<file path="config.mk">
export PLATFORM = sky130hd
export DESIGN_NAME = rr_arbiter_param
export DESIGN_NICKNAME = d
export VERILOG_FILES = /design/src/rtl/rr_arbiter_param.sv
export SDC_FILE = /design/constraint.sdc
export NUM_CORES = 1
export LEC_CHECK = 0
export CAP_MARGIN = 20
export CORE_UTILIZATION = 41
export CTS_CLUSTER_DIAMETER = 40
export DETAILED_ROUTE_END_ITERATION = 7
export PLACE_DENSITY = 0.75
export RECOVER_POWER = 50
export SLEW_MARGIN = 0
export SYNTH_ARGS = -nofsm -noshare
export SYNTH_HDL_FRONTEND = slang
export SYNTH_SLANG_ARGS = --single-unit
</file>
<file path="constraint.sdc">
create_clock -name clk -period 3.24 [get_ports clk]
set_input_delay 0.324 -clock clk [delete_from_list [all_inputs] [get_ports clk]]
set_output_delay 0.324 -clock clk [all_outputs]
set_load 0.005 [all_outputs]
</file>
<file path="src/rtl/rr_arbiter_param.sv">
// Round-robin output-port arbiter with packet lock (head flit to tail flit).
// Optional lock-timeout release is enabled with the RR_TIMEOUT_EN macro.
module rr_arbiter_param #(
  parameter int NUM_REQ = 5,
  parameter int ADDR_W  = 3,
  parameter int MY_PORT = 2,
  parameter int IDX_W   = $clog2(NUM_REQ),
  parameter int TIMEOUT = 64
) (
  input  logic                      clk,
  input  logic                      reset,
  input  logic [NUM_REQ-1:0]        valid_i,
  input  logic [NUM_REQ*ADDR_W-1:0] nexthop_addr_i,
  input  logic [NUM_REQ-1:0]        tail_i,
  input  logic                      ready_i,
  output logic [NUM_REQ-1:0]        grant_o,
  output logic [IDX_W-1:0]          grant_idx_o,
  output logic                      grant_valid_o,
  output logic                      xfer_o,
  output logic                      timeout_o
);

  typedef enum logic {
    IDLE,
    LOCKED
  } state_t;

  localparam logic [ADDR_W-1:0] MY_CODE   = ADDR_W'(MY_PORT);
  localparam logic [IDX_W-1:0]  LAST_IDX  = IDX_W'(NUM_REQ - 1);
  localparam logic [IDX_W:0]    NUM_REQ_W = (IDX_W + 1)'(NUM_REQ);

  state_t             state_q, state_d;
  logic [IDX_W-1:0]   ptr_q, ptr_d;
  logic [NUM_REQ-1:0] grant_d;
  logic [IDX_W-1:0]   idx_d;
  logic [NUM_REQ-1:0] req;
  logic               win_found;
  logic [IDX_W-1:0]   win_idx;
  logic [IDX_W-1:0]   next_ptr;
  logic               release_tail;

  // Input i requests this port when its head flit targets us; the own port
  // never competes, and i never equals MY_PORT when MY_PORT >= NUM_REQ.
  always_comb begin
    req = '0;
    for (int i = 0; i < NUM_REQ; i++) begin
      req[i] = valid_i[i]
               && (nexthop_addr_i[i*ADDR_W +: ADDR_W] == MY_CODE)
               && (i != MY_PORT);
    end
  end

  // Scan ptr, ptr+1, ... wrapping at NUM_REQ rather than at 2**IDX_W.
  always_comb begin
    logic [IDX_W:0]   sum;
    logic [IDX_W-1:0] slot;
    // NOTE: every variable assigned in a combinational block gets a default
    // first, so no path through the block can leave it unassigned (a latch).
    win_found = 1'b0;
    win_idx   = '0;
    sum       = '0;
    slot      = '0;
    for (int k = 0; k < NUM_REQ; k++) begin
      sum = {1'b0, ptr_q} + (IDX_W + 1)'(k);
      if (sum >= NUM_REQ_W) sum = sum - NUM_REQ_W;
      slot = IDX_W'(sum);
      if (!win_found && req[slot]) begin
        win_found = 1'b1;
        win_idx   = slot;
      end
    end
  end

  assign grant_valid_o = (state_q == LOCKED);
  assign xfer_o        = grant_valid_o & valid_i[grant_idx_o] & ready_i;
  assign release_tail  = xfer_o & tail_i[grant_idx_o];
  assign next_ptr      = (grant_idx_o == LAST_IDX) ? '0 : grant_idx_o + 1'b1;

`ifdef RR_TIMEOUT_EN
  localparam int               AGE_W     = $clog2(TIMEOUT + 1);
  localparam logic [AGE_W-1:0] AGE_LIMIT = AGE_W'(TIMEOUT - 1);

  logic [AGE_W-1:0] age_q, age_d;
  logic             timeout_q, timeout_d;

  assign timeout_o = timeout_q;
`else
  assign timeout_o = 1'b0;
`endif

  always_comb begin
    state_d = state_q;
    ptr_d   = ptr_q;
    grant_d = grant_o;
    idx_d   = grant_idx_o;
`ifdef RR_TIMEOUT_EN
    age_d     = age_q;
    timeout_d = 1'b0;
`endif
    unique case (state_q)
      IDLE: begin
        if (win_found) begin
          state_d = LOCKED;
          grant_d = NUM_REQ'(1) << win_idx;
          idx_d   = win_idx;
`ifdef RR_TIMEOUT_EN
          age_d   = '0;
`endif
        end
      end
      LOCKED: begin
        // Only the tail (or a timeout) releases; request changes are ignored.
        if (release_tail) begin
          state_d = IDLE;
          grant_d = '0;
          idx_d   = '0;
          ptr_d   = next_ptr;
        end
`ifdef RR_TIMEOUT_EN
        if (xfer_o) begin
          age_d = '0;
        end else if (age_q == AGE_LIMIT) begin
          state_d   = IDLE;
          grant_d   = '0;
          idx_d     = '0;
          ptr_d     = next_ptr;
          timeout_d = 1'b1;
        end else begin
          age_d = age_q + 1'b1;
        end
`endif
      end
      default: state_d = IDLE;
    endcase
  end

  always_ff @(posedge clk or negedge reset) begin
    if (!reset) begin
      state_q     <= IDLE;
      ptr_q       <= '0;
      grant_o     <= '0;
      grant_idx_o <= '0;
`ifdef RR_TIMEOUT_EN
      age_q       <= '0;
      timeout_q   <= 1'b0;
`endif
    end else begin
      // NOTE: state registers use non-blocking assignment so every register
      // samples the pre-edge values, independent of statement order.
      state_q     <= state_d;
      ptr_q       <= ptr_d;
      grant_o     <= grant_d;
      grant_idx_o <= idx_d;
`ifdef RR_TIMEOUT_EN
      age_q       <= age_d;
      timeout_q   <= timeout_d;
`endif
    end
  end

endmodule

</file>
==> results.md, run 1 <==
- HPWL Detailed: 3910 µm
- Synth Area in XOR/XNOR: 0.0145
- Post-synthesis mux area share: 0.0630
- YS warnings: 0
- Area after DPL: 2250 µm²
- Final worst-path cycle share: 0.947
- ANT cells: 0
- Antenna Nets Post-Route: 0
- Crit path kind: reg2reg
- NumNets Final: 303
- Highest Clock Rate: 326 MHz
- Critical Path, Cell by Cell: inv_2, buf_4, ha_1, clkinv_1, a222oi_1, buf_4, o311ai_4, buf_4, mux2i_1, o21a_1, a21oi_1, o41ai_2
- Slew at the pin with the worst max-slew slack: 564 ps
- Adder-Cell Fraction of Synth Area: 0.0803
- Worst path top cell family by delay: compound AO/OA/AOI/OAI gates
- Syn_nets: 253
- Initial antenna violation count: 0
- Clock latency on the worst-skew pair: 240 ps
- H-tree levels: 1
- Die ar.: 4680 µm²
- Final hold viol count: 0
- Cell variety after synth: 78
- Clock Skew: 3.77 ps
- Post-synth EDFFs: 0
- Ratio of cells with drive above 1 in the final layout: 0.228
- Cts hold-fix bufs: 0
- Crit-path slowest cell: a222oi_1
- Fraction of registers with async set/reset: 1.00
- Num rows: 23
- Largest family of logic cells by synthesized area: compound AO/OA/AOI/OAI gates
- Setup TNS Final: 0 ps
- Minimum clock period: 3070 ps
- HP Class: reg2reg
- Io pins: 39
- Sequential area share after synthesis: 0.166
- Crit path largest cell delay: 500 ps
- Drt initial violations: 108
- Core area: 4120 µm²
- CTS tree: yes
- Sink Count: 12
- Worst slew margin: 0.623
- Top cells by count, synth: 17 x a21oi_1, 17 x nand2_1, 14 x nor2_1
- DR vias/cell: 6.06
- Layout Cell Area excl Fill: 2370 µm²
- Clk buf depth: 2
- Die X: 68.4 µm
- Main area contributors after synthesis: dfrtp_1 17%, ha_1 6.9%, a21oi_1 4.7%
- Post-synth top area cell: dfrtp_1
- Place WS: 9.98 ps
- Average wire per standard cell: 15.7 µm
- Initial Util: 0.439
- Tot GR Track Use: 0.235
- CTS clk-pin slew, worst paths: 60 ps
- Synth Area in Compound Gates: 0.335
- Synth Cell Area: 1810 µm²
- Synth-to-layout area growth: 31.4%
- RSZ-0062 raised after global routing: false
- Slew Viols, Final: 0
- Prevailing post-synth register cell: dfrtp_1
- Post-synthesis simple-gate area fraction: 0.263
- Most frequent CP cell: buf_4
- Worst Setup End Kind: register
- Synth top area share: 0.166
- Critical path arrival: 3210 ps
- Syn Inst Count: 214
- Startpoint Class: register
- CP required: 3380 ps
- Port bufs: 34
- Routed WL: 4930 µm
- Largest net degree at the start of global routing: 14
- Maxcap violations: 0
- Crit path max fanout: 7
- Setup WS post-layout: 171 ps
- Status: finished, final reports clean
- Die height: 68.4 µm
- First-pass GRT wire length: 8190 µm
- Avg Cell Area, Syn: 8.44 µm²
- Final setup violation count: 0
- Pre-antenna DRT Iters: 4
- Vias in the first global route: 1,804
- Crit path buf inv count: 5
- Total CTS buffers: 3
- Hold slack: 488 ps
- Flops & latches, synth: 12
- # DRC: 0
- Gpl congestion: 0.945
- Clk root buf: clkbuf_8
- Vias: 1,898
- GR Overflow Total: 0
## metal layers
layer	wire, µm	track usage	up-vias
met5	0	0	-
met1	2190	0.316	902
met3	277	0.0217	8
met4	65	0.0755	0
met2	2400	0.391	70
li1	-	-	918
## worst paths after layout
path,startpoint,end,slack (ps),cells after the start
worst max-delay path,ptr_q[0],grant_o[1],170,12
worst min-delay path,grant_o[3],grant_o[3],490,1
worst max register to register,ptr_q[0],grant_o[1],170,12
worst min register to register,grant_o[3],grant_o[3],490,1
max in group asynchronous,reset,ptr_q[1],2330,1
min in group asynchronous,reset,grant_idx_o[1],510,1
## final cells by class
class / count / area, µm²
clock buffer: 4 / 55.1
fill: 367 / 1740
inverter: 12 / 45.0
multi-input combinational: 181 / 1420
sequential: 12 / 302
tap: 50 / 62.6
timing repair buffer: 54 / 490
## metrics by stage
stage          utilization  std cells
3_5_place_dp         0.548        307
6_report             0.577        313
3_3_place_gp         0.548        307
4_1_cts              0.562        311
2_1_floorplan            -        214
5_1_grt              0.577        313
## flip-flops by register name (all words and copies together) (netlist names)
name           count
ptr_q              3
grant_idx_o        3
grant_o            5
grant_valid_o      1
## what timing repair did
| item | CTS | global route |
|---|---|---|
| setup endpoints to repair | 2 | 9 |
| pin swaps | 0 | 1 |
| setup buffers | 0 | 2 |
| gates resized for setup | 1 | 11 |
## placed cells by master, fill, tap and decap left out, drive strengths merged, types with 3 or more instances in the layout
cell and instances:
ha 10, and2 5, nand3 6, nor2 14
a21o 4, or3 3, nand2 18, a21oi 17
o21ai 8, clkdlybuf4s50 28, and3 5, mux4 3
nor4 3, dlygate4sd3 6, inv 11, o2bb2ai 4
nand2b 6, nand4bb 3, or2 3, nor3 5
o21a 3, dfrtp 12, nor2b 3, a211oi 6
buf 20, clkbuf 4
## logic make-up after synthesis
logic type                 Yosys count
AOI/OAI and AO/OA                   76
xor gates and xnor gates             3
and+or+nand+nor                     83
buffers and inverters               21
muxes                                7
adders and majority gates           11
DFF                                 12
other                                1
Power of run 1 is not shown: default switching activity piles up to over one toggle a cycle in this logic, so the estimate is an artifact.
==> inputs of run 2 (changes only) <==
Settings changed: MAX_ROUTING_LAYER from default to met4.
Clock period 3.24 ns to 2.6 ns, I/O delays scaled along.
==> run 2 against run 1 <==
  * The flow now finishes with violations (negative setup slack)
  * Hold slack got worse by 40 ps
  * Clock skew rose by 1.4 ps
  * Largest cell class unchanged
  * Critical path type unchanged
  * Fmax rose by 3.9%
  * Via count rose by 20%
==> results.md, run 2 (synthesis results as in run 1) <==
- Status: finished with violations
- Failing checks: negative setup slack
- CP required: 2740 ps (-640 ps)
- Port bufs: 34 (unchanged)
- Final setup violation count: 9 (+9)
- Core area: 4120 µm² (unchanged)
- Final hold viol count: 0 (unchanged)
- ANT cells: 0 (unchanged)
- Io pins: 39 (unchanged)
- CTS clk-pin slew, worst paths: 60 ps (about the same)
- Vias in the first global route: 2,167 (+20%)
- Worst Setup End Kind: register
- Die ar.: 4680 µm² (unchanged)
- Critical Path, Cell by Cell: inv_4, buf_6, ha_4, a211o_4, o2bb2ai_2, a222oi_1, buf_4, o311ai_4, o21a_4, a41o_4, and3_4, a41o_1
- Crit path kind: reg2reg
- DR vias/cell: 6.32 (+4.2%)
- Slew Viols, Final: 0 (unchanged)
- First-pass GRT wire length: 10,000 µm (+22%)
- H-tree levels: 1 (unchanged)
- Initial antenna violation count: 0 (unchanged)
- GR Overflow Total: 0 (unchanged)
- Clock latency on the worst-skew pair: 250 ps (about the same)
- Drt initial violations: 203 (+88%)
- Average wire per standard cell: 19.5 µm (+24%)
- Maxcap violations: 0 (unchanged)
- Tot GR Track Use: 0.300 (+0.0651)
- NumNets Final: 351 (+16%)
- Crit path buf inv count: 3 (-2)
- Routed WL: 7030 µm (+43%)
- Gpl congestion: 0.871 (-7.8%)
- Ratio of cells with drive above 1 in the final layout: 0.492 (+0.264)
- Clock Skew: 5.13 ps (+1.36 ps)
- Multi-input gate area: 1790 µm² (+26%)
- Max reg flops: 5 (unchanged)
- Startpoint Class: register
- Vias: 2,281 (+20%)
- Clk root buf: clkbuf_8
- Fill cells: 258 (-30%)
- Crit path max fanout: 7 (unchanged)
- RSZ-0062 raised after global routing: true
- Sink Count: 12 (unchanged)
- Crit path largest cell delay: 470 ps (-30 ps)
- Largest net degree at the start of global routing: 21 (+7)
- Pre-antenna DRT Iters: 5 (+1)
- Die height: 68.4 µm (unchanged)
- Critical path arrival: 3090 ps (-120 ps)
- Num rows: 23 (unchanged)
- Antenna Nets Post-Route: 0 (unchanged)
- Synth-to-layout area growth: 73.7%
- Initial Util: 0.439 (unchanged)
- # DRC: 0 (unchanged)
- Crit-path slowest cell: dfrtp_2
- Worst slew margin: 0.599 (-0.0237)
- Setup WS post-layout: -354 ps (-525 ps)
- GR met1 Demand/Resource: 0.367 (+0.0504)
- Die X: 68.4 µm (unchanged)
- Busiest grt layer: met2
- Place WS: -358 ps (-368 ps)
- Slew at the pin with the worst max-slew slack: 599 ps (+35.5 ps)
- HPWL Detailed: 4670 µm (+19%)
- Commonest non-fill, non-tap cell in the layout: buf_4
- Utilization after layout: 0.763 (+0.186)
- Clk buf depth: 2 (unchanged)
- Minimum clock period: 2950 ps (-115 ps)
- Biggest regs: grant_o x5, grant_idx_o x3, ptr_q x3
- Total CTS buffers: 3 (unchanged)
- Most frequent cells in the layout: 61 x buf_4, 33 x clkdlybuf4s50_1, 15 x nand2_1, 14 x nor2_1, 13 x a21oi_1
- Met3 usage: 0.0450 (+0.0233)
- Worst path top cell family by delay: compound AO/OA/AOI/OAI gates
- Highest Clock Rate: 339 MHz (+3.9%)
- GR Util met2: 0.493 (+0.102)
- CTS tree: yes
- HP Class: in2async
- Sequential Area: 304 µm² (+0.83%)
- Final worst-path cycle share: 1.14 (+0.189)
- Top reg by flops: grant_o
## run 2: final timing paths
path	start	end	slack, ps	cells after the start
max reg2reg	ptr_q[1]	grant_o[0]	-350	12
max in group asynchronous	reset	ptr_q[2]	1720	1
min reg2reg	grant_o[3]	grant_o[3]	510	1
max	ptr_q[1]	grant_o[0]	-350	12
min in group clk	grant_o[3]	grant_o[3]	510	1
min	reset	grant_idx_o[1]	450	1
## run 2: stage by stage
| stage | cell area [µm²] | TNS [ps] | cells | hold slack (ps) |
|---|---|---|---|---|
| after floorplan | 1980 | -942 | 214 | -35.6 |
| after global placement | 2740 | -1790 | 349 | 464 |
| after detailed placement | 2740 | -2570 | 349 | 482 |
| after CTS | 2920 | -1910 | 353 | 394 |
| after global routing | 3140 | -3300 | 361 | 495 |
| final | 3140 | -2570 | 361 | 448 |
## run 2: cell type report
type                       count  share of cell area
multi-input combinational    181               0.569
timing repair buffer         102               0.280
sequential                    12              0.0969
tap                           50              0.0199
clock buffer                   4              0.0175
inverter                      12              0.0171
## run 2: repair_timing
action,CTS,global route
setup buffers,0,8
pin swaps,5,17
resized for setup,20,35
endpoints found under the setup margin,9,9
hold buffers,0,0
gates cloned,0,0
## run 2: worst reg2reg max path, delay by kind of cell (launching register included)
family | cells | cell delay (ps)
compound gates | 7 | 1670
simple gates | 1 | 160
flops | 1 | 470
fa+ha+maj | 1 | 170
buf+inv | 3 | 370
## run 2: routing by layer
layer	up-vias	part of all wire	wire, µm
li1	1016	-	-
met4	0	0.037	257
met5	-	0	0
met2	136	0.49	3460
met3	37	0.072	503
met1	1092	0.40	2800
Power of run 2 is left out for the same reason.
